### src/rtl/ahb_lite_master.sv
// Single-channel AHB-Lite initiator: valid/ready commands to pipelined SINGLE word transfers.
// Optional two-cycle ERROR handling with automatic reissue is enabled by AHB_LITE_MASTER_ERR_EN.
module ahb_lite_master (
  input  logic        HCLK,
  input  logic        HRESETn,
  input  logic        cmd_valid,
  output logic        cmd_ready,
  input  logic        cmd_write,
  input  logic [31:0] cmd_addr,
  input  logic [31:0] cmd_wdata,
  output logic        rsp_valid,
  output logic        rsp_write,
  output logic [31:0] rsp_rdata,
  output logic        rsp_err,
  output logic [31:0] HADDR,
  output logic [1:0]  HTRANS,
  output logic        HWRITE,
  output logic [2:0]  HSIZE,
  output logic [2:0]  HBURST,
  output logic [3:0]  HPROT,
  output logic [31:0] HWDATA,
  input  logic [31:0] HRDATA,
  input  logic        HREADY,
  input  logic        HRESP
);

  localparam logic [1:0] HTRANS_IDLE   = 2'b00;
  localparam logic [1:0] HTRANS_NONSEQ = 2'b10;

  localparam logic ST_RUN  = 1'b0;
  localparam logic ST_ERR1 = 1'b1;

  logic        state;
  logic        retry_pend;
  logic [31:0] wdata_hold;
  logic        dp_valid;
  logic        dp_write;
  logic        accept;
  logic        err_first;
  logic        err_second;
  logic        unused_bits;

  assign HSIZE  = 3'b010;
  assign HBURST = 3'b000;
  assign HPROT  = 4'b0011;

  assign cmd_ready = HREADY && (state == ST_RUN) && !retry_pend;
  assign accept    = cmd_valid && cmd_ready;

  assign unused_bits = ^{HRESP, cmd_addr[1:0]};

`ifdef AHB_LITE_MASTER_ERR_EN
  assign err_first  = (state == ST_RUN) && dp_valid && HRESP && !HREADY;
  assign err_second = (state == ST_ERR1) && HREADY;

  always_ff @(posedge HCLK or negedge HRESETn) begin
    if (!HRESETn) begin
      state      <= ST_RUN;
      retry_pend <= 1'b0;
    end else if (err_first) begin
      state      <= ST_ERR1;
      retry_pend <= (HTRANS == HTRANS_NONSEQ);
    end else if (err_second) begin
      state      <= ST_RUN;
      retry_pend <= 1'b0;
    end
  end
`else
  assign err_first  = 1'b0;
  assign err_second = 1'b0;
  assign state      = ST_RUN;
  assign retry_pend = 1'b0;
`endif

  always_ff @(posedge HCLK or negedge HRESETn) begin
    if (!HRESETn) begin
      HADDR      <= '0;
      HTRANS     <= HTRANS_IDLE;
      HWRITE     <= 1'b0;
      wdata_hold <= '0;
      HWDATA     <= '0;
      dp_valid   <= 1'b0;
      dp_write   <= 1'b0;
      rsp_valid  <= 1'b0;
      rsp_write  <= 1'b0;
      rsp_rdata  <= '0;
      rsp_err    <= 1'b0;
    end else begin
      rsp_valid <= 1'b0;
      if (err_first) begin
        // Cancel the stalled address phase; its fields stay for the reissue.
        HTRANS <= HTRANS_IDLE;
      end else if (HREADY) begin
        if (err_second && retry_pend) begin
          HTRANS <= HTRANS_NONSEQ;
        end else if (accept) begin
          HTRANS     <= HTRANS_NONSEQ;
          HADDR      <= {cmd_addr[31:2], 2'b00};
          HWRITE     <= cmd_write;
          wdata_hold <= cmd_wdata;
        end else begin
          HTRANS <= HTRANS_IDLE;
        end

        dp_valid <= (HTRANS == HTRANS_NONSEQ);
        if (HTRANS == HTRANS_NONSEQ) begin
          dp_write <= HWRITE;
          HWDATA   <= wdata_hold;
        end

        if (err_second) begin
          rsp_valid <= 1'b1;
          rsp_write <= dp_write;
          rsp_rdata <= '0;
          rsp_err   <= 1'b1;
        end else if (dp_valid) begin
          rsp_valid <= 1'b1;
          rsp_write <= dp_write;
          rsp_rdata <= dp_write ? '0 : HRDATA;
          rsp_err   <= 1'b0;
        end
      end
    end
  end

endmodule
### config.mk
export PLATFORM = sky130hd
export DESIGN_NAME = ahb_lite_master
export DESIGN_NICKNAME = d
export VERILOG_FILES = /design/src/rtl/ahb_lite_master.sv
export SDC_FILE = /design/constraint.sdc
export NUM_CORES = 1
export LEC_CHECK = 0
export ABC_AREA = 1
export CAP_MARGIN = 20
export CORE_MARGIN = 2
export CORE_UTILIZATION = 47
export DETAILED_ROUTE_END_ITERATION = 6
export PLACE_DENSITY_LB_ADDON = 0.3
export SLEW_MARGIN = 20
export SYNTH_ARGS = -nofsm -noshare
export SYNTH_HDL_FRONTEND = slang
export SYNTH_SLANG_ARGS = --single-unit
### constraint.sdc
create_clock -name HCLK -period 2.4 [get_ports HCLK]
set_clock_uncertainty 0.1 [all_clocks]
set_input_delay 0.48 -clock HCLK [delete_from_list [all_inputs] [get_ports HCLK]]
set_output_delay 0.48 -clock HCLK [all_outputs]
set_load 0.01 [all_outputs]
Yosys cells after proc, flatten, opt, wreduce, memory -nomap -nowiden

Cells that the tools add are included.

$add $sub $neg: 0
Multipliers: 0
Div/mod/pow operators: 0
$lt $le $gt $ge: 0
Equal/unequal tests: 1
Shift operators: 0
Muxes and demuxes: 4
Bitwise logic cells: 0
Reductions and logical operators: 4

Operators by type and width:

| cell               | count |
|---|---|
| $mux 32            | 1 |
| $reduce_and 2->1   | 3 |
| $eq 2x2->1 const B | 1 |
| $mux 1             | 2 |
| $mux 2             | 1 |
| $logic_and 1x1->1  | 1 |

Register bits: 133
Latch bits: 0
RAM bits: 0
Bits in read-only memories: 0
Input bits: 102
Output and inout port bits: 113
Memories kept: 0

Depth between registers and ports, before layout

Gate-level depths: netlist of run 1.

Word-level depth: 2
Gate-level depth with buffers: 5

Worst setup path after synthesis of run 1

Ideal clock, no wire load.

Path kind: input to register
Start point: in cmd_valid
End point: reg HTRANS[1]
Setup time: 130 ps
Arrival time: 990 ps
Required time: 2,170 ps
Slack: 1,180 ps
Stages: 4
Cell sequence: buf_2 nand2_4 buf_2 o21ai_0

Word-level cells in the longest chain between the ends: 2

Ends and longest elaborated chain:

| element                | line | text |
|---|---|---|
| start: declaration     | 6    | `input logic cmd_valid,` |
| $logic_and 1x1->1      | 48   | `assign accept = cmd_valid && cmd_ready;` |
| $mux 2                 | 96   | `end else if (accept) begin` |
| end signal: assignment | 95   | `HTRANS <= HTRANS_NONSEQ;` |
| end signal: assignment | 97   | `HTRANS <= HTRANS_NONSEQ;` |
| end signal: assignment | 102  | `HTRANS <= HTRANS_IDLE;` |
| end: declaration       | 16   | `output logic [1:0] HTRANS,` |

Every way passes these cells.
A chain may end at the register's enable or synchronous reset.

Worst setup path in the final report of run 1

Start point: reg HWDATA[27]
End point: out HWDATA[27]

RTL lines:

| element                  | line | text |
|---|---|---|
| start: declaration       | 21   | `output logic [31:0] HWDATA,` |
| start signal: assignment | 108  | `HWDATA <= wdata_hold;` |

No word-level cell between the ends.

==> qor.yml, run 1 <==
routing:
  vias: 4768
  route.detailed.drc: 0
  ant_nets: 0
  drtPass1Iterations: 4
  vias_per_cell: 4.82
  drtIter0Drc: 337
  drt-wirelength-per-cell_um: 13.9
  wirelength_um: 13700
worst_setup_path:
  r2r-end: "dp_valid"
  critical_path_buf_inv_count: 1
  required_ns: 1.82
  worstReg2RegStart: "HTRANS[1]"
  startpoint: "HWDATA[27]"
  path_class: "flop to output port"
  critical_path_depth: 1
  worst_ep_arrival_time_ns: 1.35
  critPathCapture: "HWDATA[27]"
  cp_top_family: "buffers and inverters"
  cp-end-kind: "output port"
  crit_chain: "clkdlybuf4s50_1"
  cp_max_fo: 2
  start_kind: "flop"
  cp_slowest_cell: "clkdlybuf4s50_1"
  r2r_cells: 3
  max_stage_delay_ns: 0.55
  r2r_setup_slack_ns: 0.83
floorplan:
  rows: 39
  start_util_pct: 48.2
  die_h_um: 112
  die_x_um: 112
  dieArea_sq_um: 12600
  ios: 215
  core-area_sq_um: 11400
clocking:
  cts_buffers: 17
  insertion_delay_ns: 0.41
  cts_resized: 0
  cts_tree: "yes"
  clkTransAtPathRegs_ns: 0.06
  clockBufferDepth: 2
  cts_setup_buffers: 0
  cts.sink_count: 132
  htreeDepth: 4
  cts-root-buf: "clkbuf_16"
yosys:
  synth_seq_cells: 132
  syn_inst: 649
  synth_ff_type: "dfrtp_1"
  async_flop_share_pct: 100
  synthTopCellsByCount: "nand2_1 (291), dfrtp_1 (132), nand3_1 (96)"
  ys_top_cells_by_area: "dfrtp_1 (60%), nand2_1 (20%), nand3_1 (8.7%)"
  synthDistinctLibCells: 14
  syn_avg_cell_area_sq_um: 8.48
  syn-cell-area_sq_um: 5510
  yosysWarnings: 0
  synth_most_common_cell: "nand2_1"
  yosys.area.top_type_share_pct: 60.0
  synth-edff-count: 0
  yosysSeqAreaShare_pct: 60.0
  synth_area_leader_cell: "dfrtp_1"
placement:
  dpl.hpwl_um: 9280
  io_buffers: 197
  routabilityCongestion: 0.816
  dpl_cell_area_sq_um: 7470
power:
  powerDensity_nw_per_um2: 880
  total_power_mw: 7.14
  ir_worst_vdd_mv: 0.410
  leakagePower_nw: 4.18
cells_and_area:
  nFillCells: 870
  final_design_area_no_fill_sq_um: 8110
  drive_above_1_share_pct: 5.91
  diodes: 0
  area_growth_pct: 47.2
  final_nets: 936
timing:
  drv_slew: 0
  setup_viol: 0
  rsz0062_at_grt: "false"
  finalCritPeriodShare_pct: 80.3
  relSlewSlack_pct: 55.2
  holdWs_ns: 0.342
  max_freq_ghz: 0.519
  setup_tns_ns: 0
  hold_viol: 0
  fin_crit_ns: 1.93
  worstMarginPinSlew_ns: 0.670
grt:
  antenna_found_initial: 0
  grt_usage_pct: 22.7
  grt_pass1_vias: 4699
  grt_max_degree: 64
  gr-total-overflow: 0
  grt_pass1_wl_um: 23000
status:
  status: "finished, final reports clean"
worst_hold_path:
  worstHoldPathType: "input pin to flop"
job:
  drv_cap: 0
==> layout by cell type (no fill, tap or decap), types with 4 or more instances in the layout <==
| master | netlist | routed |
|---|---|---|
| clkdlybuf4s50_1 | 0 | 194 |
| inv_1 | 34 | 34 |
| nand3_1 | 96 | 96 |
| clkbuf_16 | 0 | 17 |
| nor2_1 | 32 | 32 |
| conb_1 | 2 | 14 |
| dfrtp_1 | 132 | 132 |
| buf_4 | 16 | 11 |
| nand2_1 | 291 | 291 |
| bufinv_16 | 0 | 4 |
==> repair_timing <==
| action | CTS | global route |
|---|---|---|
| hold buffers | 1 | 0 |
| endpoints found under the hold margin | 26 | 0 |
| endpoints found under the setup margin | 0 | 0 |
==> flip-flops by register name, indices dropped and copies added (netlist names) <==
signal and cells:
rsp_valid 1, rsp_write 1, HADDR 30, HWRITE 1, dp_valid 1, dp_write 1, rsp_rdata 32, HTRANS 1
wdata_hold 32, HWDATA 32
==> how the worst min path moves through the flow <==
stage | cells after the start | startpoint | slack, ns | to
CTS | 3 | HREADY | 0.33 | HWDATA[2]
global route | 3 | HREADY | 0.33 | HWDATA[2]
finish | 3 | HREADY | 0.34 | HWDATA[2]
global placement | 1 | HRESETn | 0.26 | HWDATA[23]
floorplan | 0 | HRESETn | 0.08 | HADDR[10]
detailed placement | 1 | HRESETn | 0.26 | rsp_rdata[3]
==> layout make-up <==
type	instances	area (sq um)	share of cell area (%)
inverter	35	131	1.62
timing repair buffer	210	2090	25.8
sequential	132	3300	40.7
tap	143	179	2.21
clock buffer	18	439	5.42
multi-input combinational	438	1780	21.9
clock inverter	13	184	2.27
==> logic make-up (layout without fill, tap and decap cells) <==
logic type             after synthesis  count (layout)  share of synthesized area, %
buffers and inverters               91             276                          8.50
DFF                                132             132                          60.0
other                                2              14                         0.136
AOI/OAI and AO/OA                    2               2                         0.182
and+or+nand+nor                    422             422                          31.2
==> worst reg2reg max path, cell delays in order (launching register included) <==
cell,delay [ns]
dfrtp_1,0.39
buf_4,0.20
nand2_2,0.52
o21ai_0,0.20
==> where the power goes <==
group / total, mW / switching [mW] / leakage, nW / internal, mW
combinational: 1.62 / 0.750 / 2.22 / 0.866
sequential: 2.83 / 0.222 / 1.66 / 2.61
clock: 2.69 / 0.930 / 0.298 / 1.76
total: 7.14 / 1.90 / 4.18 / 5.23
==> stage by stage <==
stage	setup slack (ns)	utilization, %	instances
final	0.472	71.0	989
after global routing	0.422	71.0	989
after CTS	0.458	71.0	989
after detailed placement	0.433	65.5	957
after global placement	0.516	65.5	957
after floorplan	1.18	-	661
==> layer usage <==
| layer | vias to the layer above | routed length [um] | global-route usage, % |
|---|---|---|---|
| met5 | - | 0 | 0 |
| met4 | 0 | 204 | 7.64 |
| met3 | 20 | 1190 | 8.05 |
| met2 | 186 | 6510 | 35.8 |
| met1 | 2224 | 5810 | 29.5 |
| li1 | 2338 | - | - |
Note: power is estimated with default switching activity, not from simulation.
==> inputs of run 2 (changes only) <==
--- a/config.mk
+++ b/config.mk
@@ -8,7 +8,7 @@
 export ABC_AREA = 1
 export CAP_MARGIN = 20
 export CORE_MARGIN = 2
-export CORE_UTILIZATION = 47
+export CORE_UTILIZATION = 44
 export DETAILED_ROUTE_END_ITERATION = 6
 export PLACE_DENSITY_LB_ADDON = 0.3
 export SLEW_MARGIN = 20
==> constraint.sdc (replaced) <==
create_clock -name HCLK -period 2 [get_ports HCLK]
set_clock_uncertainty 0.1 [all_clocks]
set_input_delay 0.4 -clock HCLK [delete_from_list [all_inputs] [get_ports HCLK]]
set_output_delay 0.4 -clock HCLK [all_outputs]
set_load 0.01 [all_outputs]
==> run 2 against run 1 <==
  * First-iteration DRC count is 38% lower
  * Count of clock-buffer cells in the layout is 9 higher
  * Cell count is 2.7% higher
  * Sequential power is 20% higher
  * Total power is 16% higher
  * Critical path depth stayed put
  * Clock power is 8.2% higher
  * Register-to-register slack worse by 0.26 ns
  * Via count is 0.27% lower
  * Non-clock buffer count is 2 higher
  * Worst hold slack worse by 0.037 ns
  * Largest cell class unchanged
  * Highest routed layer unchanged
==> qor.yml, run 2 (synthesis gave the netlist of run 1 again) <==
worst_setup_path:
  cp-end-kind: "output port"
  worst_ep_arrival_time_ns: 1.37
  path_class: "flop to output port"
  cp_top_family: "buffers and inverters"
  start_kind: "flop"
  cp_slowest_cell: "clkdlybuf4s50_1"
  cp_max_fo: 3
  required_ns: 1.50
  max_stage_delay_ns: 0.56
  critical_path_buf_inv_count: 1
  crit_chain: "clkdlybuf4s50_1"
timing:
  setup_tns_ns: 0
  worstMarginPinSlew_ns: 0.553
  fin_crit_ns: 1.87
  drv_slew: 0
  finalCritPeriodShare_pct: 93.4
  hold_viol: 0
  relSlewSlack_pct: 63.1
  setup_viol: 0
  rsz0062_at_grt: "false"
  max_freq_ghz: 0.535
floorplan:
  start_util_pct: 45.5
  ios: 215
  die_h_um: 116
  die_x_um: 116
  core-area_sq_um: 12100
  rows: 40
  dieArea_sq_um: 13400
cells_and_area:
  final_nets: 938
  final_util_pct: 67.0
  mostFrequentLayoutCells: "nand2_1 (291), clkdlybuf4s50_1 (194), dfrtp_1 (132)"
  reg_top3: "HWDATA: 32 flops, rsp_rdata: 32 flops, wdata_hold: 32 flops"
  nFillCells: 965
  final_common_cell: "nand2_1"
  area_growth_pct: 47.4
  diodes: 0
  drive_above_1_share_pct: 5.54
grt:
  grt_pass1_wl_um: 22500
  gr-total-overflow: 0
  antenna_found_initial: 0
  grt_usage_pct: 21.5
  grt_pass1_vias: 4677
  grt_max_degree: 51
power:
  ir_worst_vdd_mv: 0.591
  leakagePower_nw: 4.18
  powerDensity_nw_per_um2: 1020
clocking:
  cts.sink_count: 132
  clockBufferDepth: 2
  cts_buffers: 17
  cts_tree: "yes"
  cts_hold_buf: 1
  clkTransAtPathRegs_ns: 0.05
  htreeDepth: 4
  cts_setup_buffers: 0
  cts-root-buf: "clkbuf_16"
  cts_resized: 0
  insertion_delay_ns: 0.41
routing:
  route.detailed.drc: 0
  drt-wirelength-per-cell_um: 13.6
  drtPass1Iterations: 5
  vias_per_cell: 4.68
  vias: 4755
  wirelength_um: 13900
  ant_nets: 0
  drtIter0Drc: 210
placement:
  routabilityCongestion: 0.793
  dpl.hpwl_um: 9530
  io_buffers: 197
status:
  status: "finished, final reports clean"
job:
  drv_cap: 0
worst_hold_path:
  worstHoldPathType: "input pin to flop"
[run 2: cell types whose count changed in the layout (fill, tap and decap cells not counted)]
cell        before  now
clkbuf_1         0    5
clkinvlp_4       3    0
clkinv_4         3    0
buf_12           2    4
clkbuf_8         1    5
bufinv_16        4    1
[run 2: worst paths after layout]
| check | slack, ns | depth (start not counted) | to | startpoint |
|---|---|---|---|---|
| max in group asynchronous | 0.76 | 3 | HWDATA[27] | HRESETn |
| worst min register to register | 0.37 | 2 | HWDATA[21] | HWDATA[21] |
| worst min-delay path | 0.31 | 3 | HTRANS[1] | cmd_valid |
| worst max-delay path | 0.13 | 1 | HWRITE | HWRITE |
| min in group asynchronous | 0.40 | 2 | rsp_rdata[0] | HRESETn |
| worst max register to register | 0.57 | 4 | dp_valid | HTRANS[1] |
[run 2: routing by layer]
layer  vias up  routed length, um  global-route usage [%]
met5         -                  0                       0
met4         0                182                    7.14
met3        14               1430                    8.68
met2       185               6420                    34.9
met1      2223               5840                    26.3
li1       2333                  -                       -
[run 2: layout make-up]
class                   instances  area (sq um)  share of cell area (%)
well taps                     168           210                    2.59
multi-input cells             438          1780                    21.9
inverters                      35           131                    1.62
repair buffers                212          2130                    26.3
clock inverters                 4          45.0                   0.555
clock buffers                  27           513                    6.32
flip-flops and latches        132          3300                    40.7
[run 2: report_power, final]
| group | internal (mW) | switching, mW |
|---|---|---|
| registers | 3.13 | 0.254 |
| clock network | 1.86 | 1.05 |
| logic | 1.05 | 0.909 |
| total | 6.05 | 2.22 |
[run 2: worst min-delay path, cell delays in order]
cell and delay [ns]:
buf_2 0.13, nand2_4 0.13, o21ai_0 0.11
[run 2: metrics by stage]
step                cells  setup WS, ns  hold slack [ns]  area (sq um)  total power, mW
floorplan             661         0.848          0.00441          5550             4.21
global placement      984         0.421            0.274          7540             5.34
detailed placement    984         0.423            0.278          7540             5.40
CTS                  1016         0.119            0.298          8110             8.34
global route         1016        0.0925            0.337          8110             8.68
finish               1016         0.131            0.305          8110             8.26
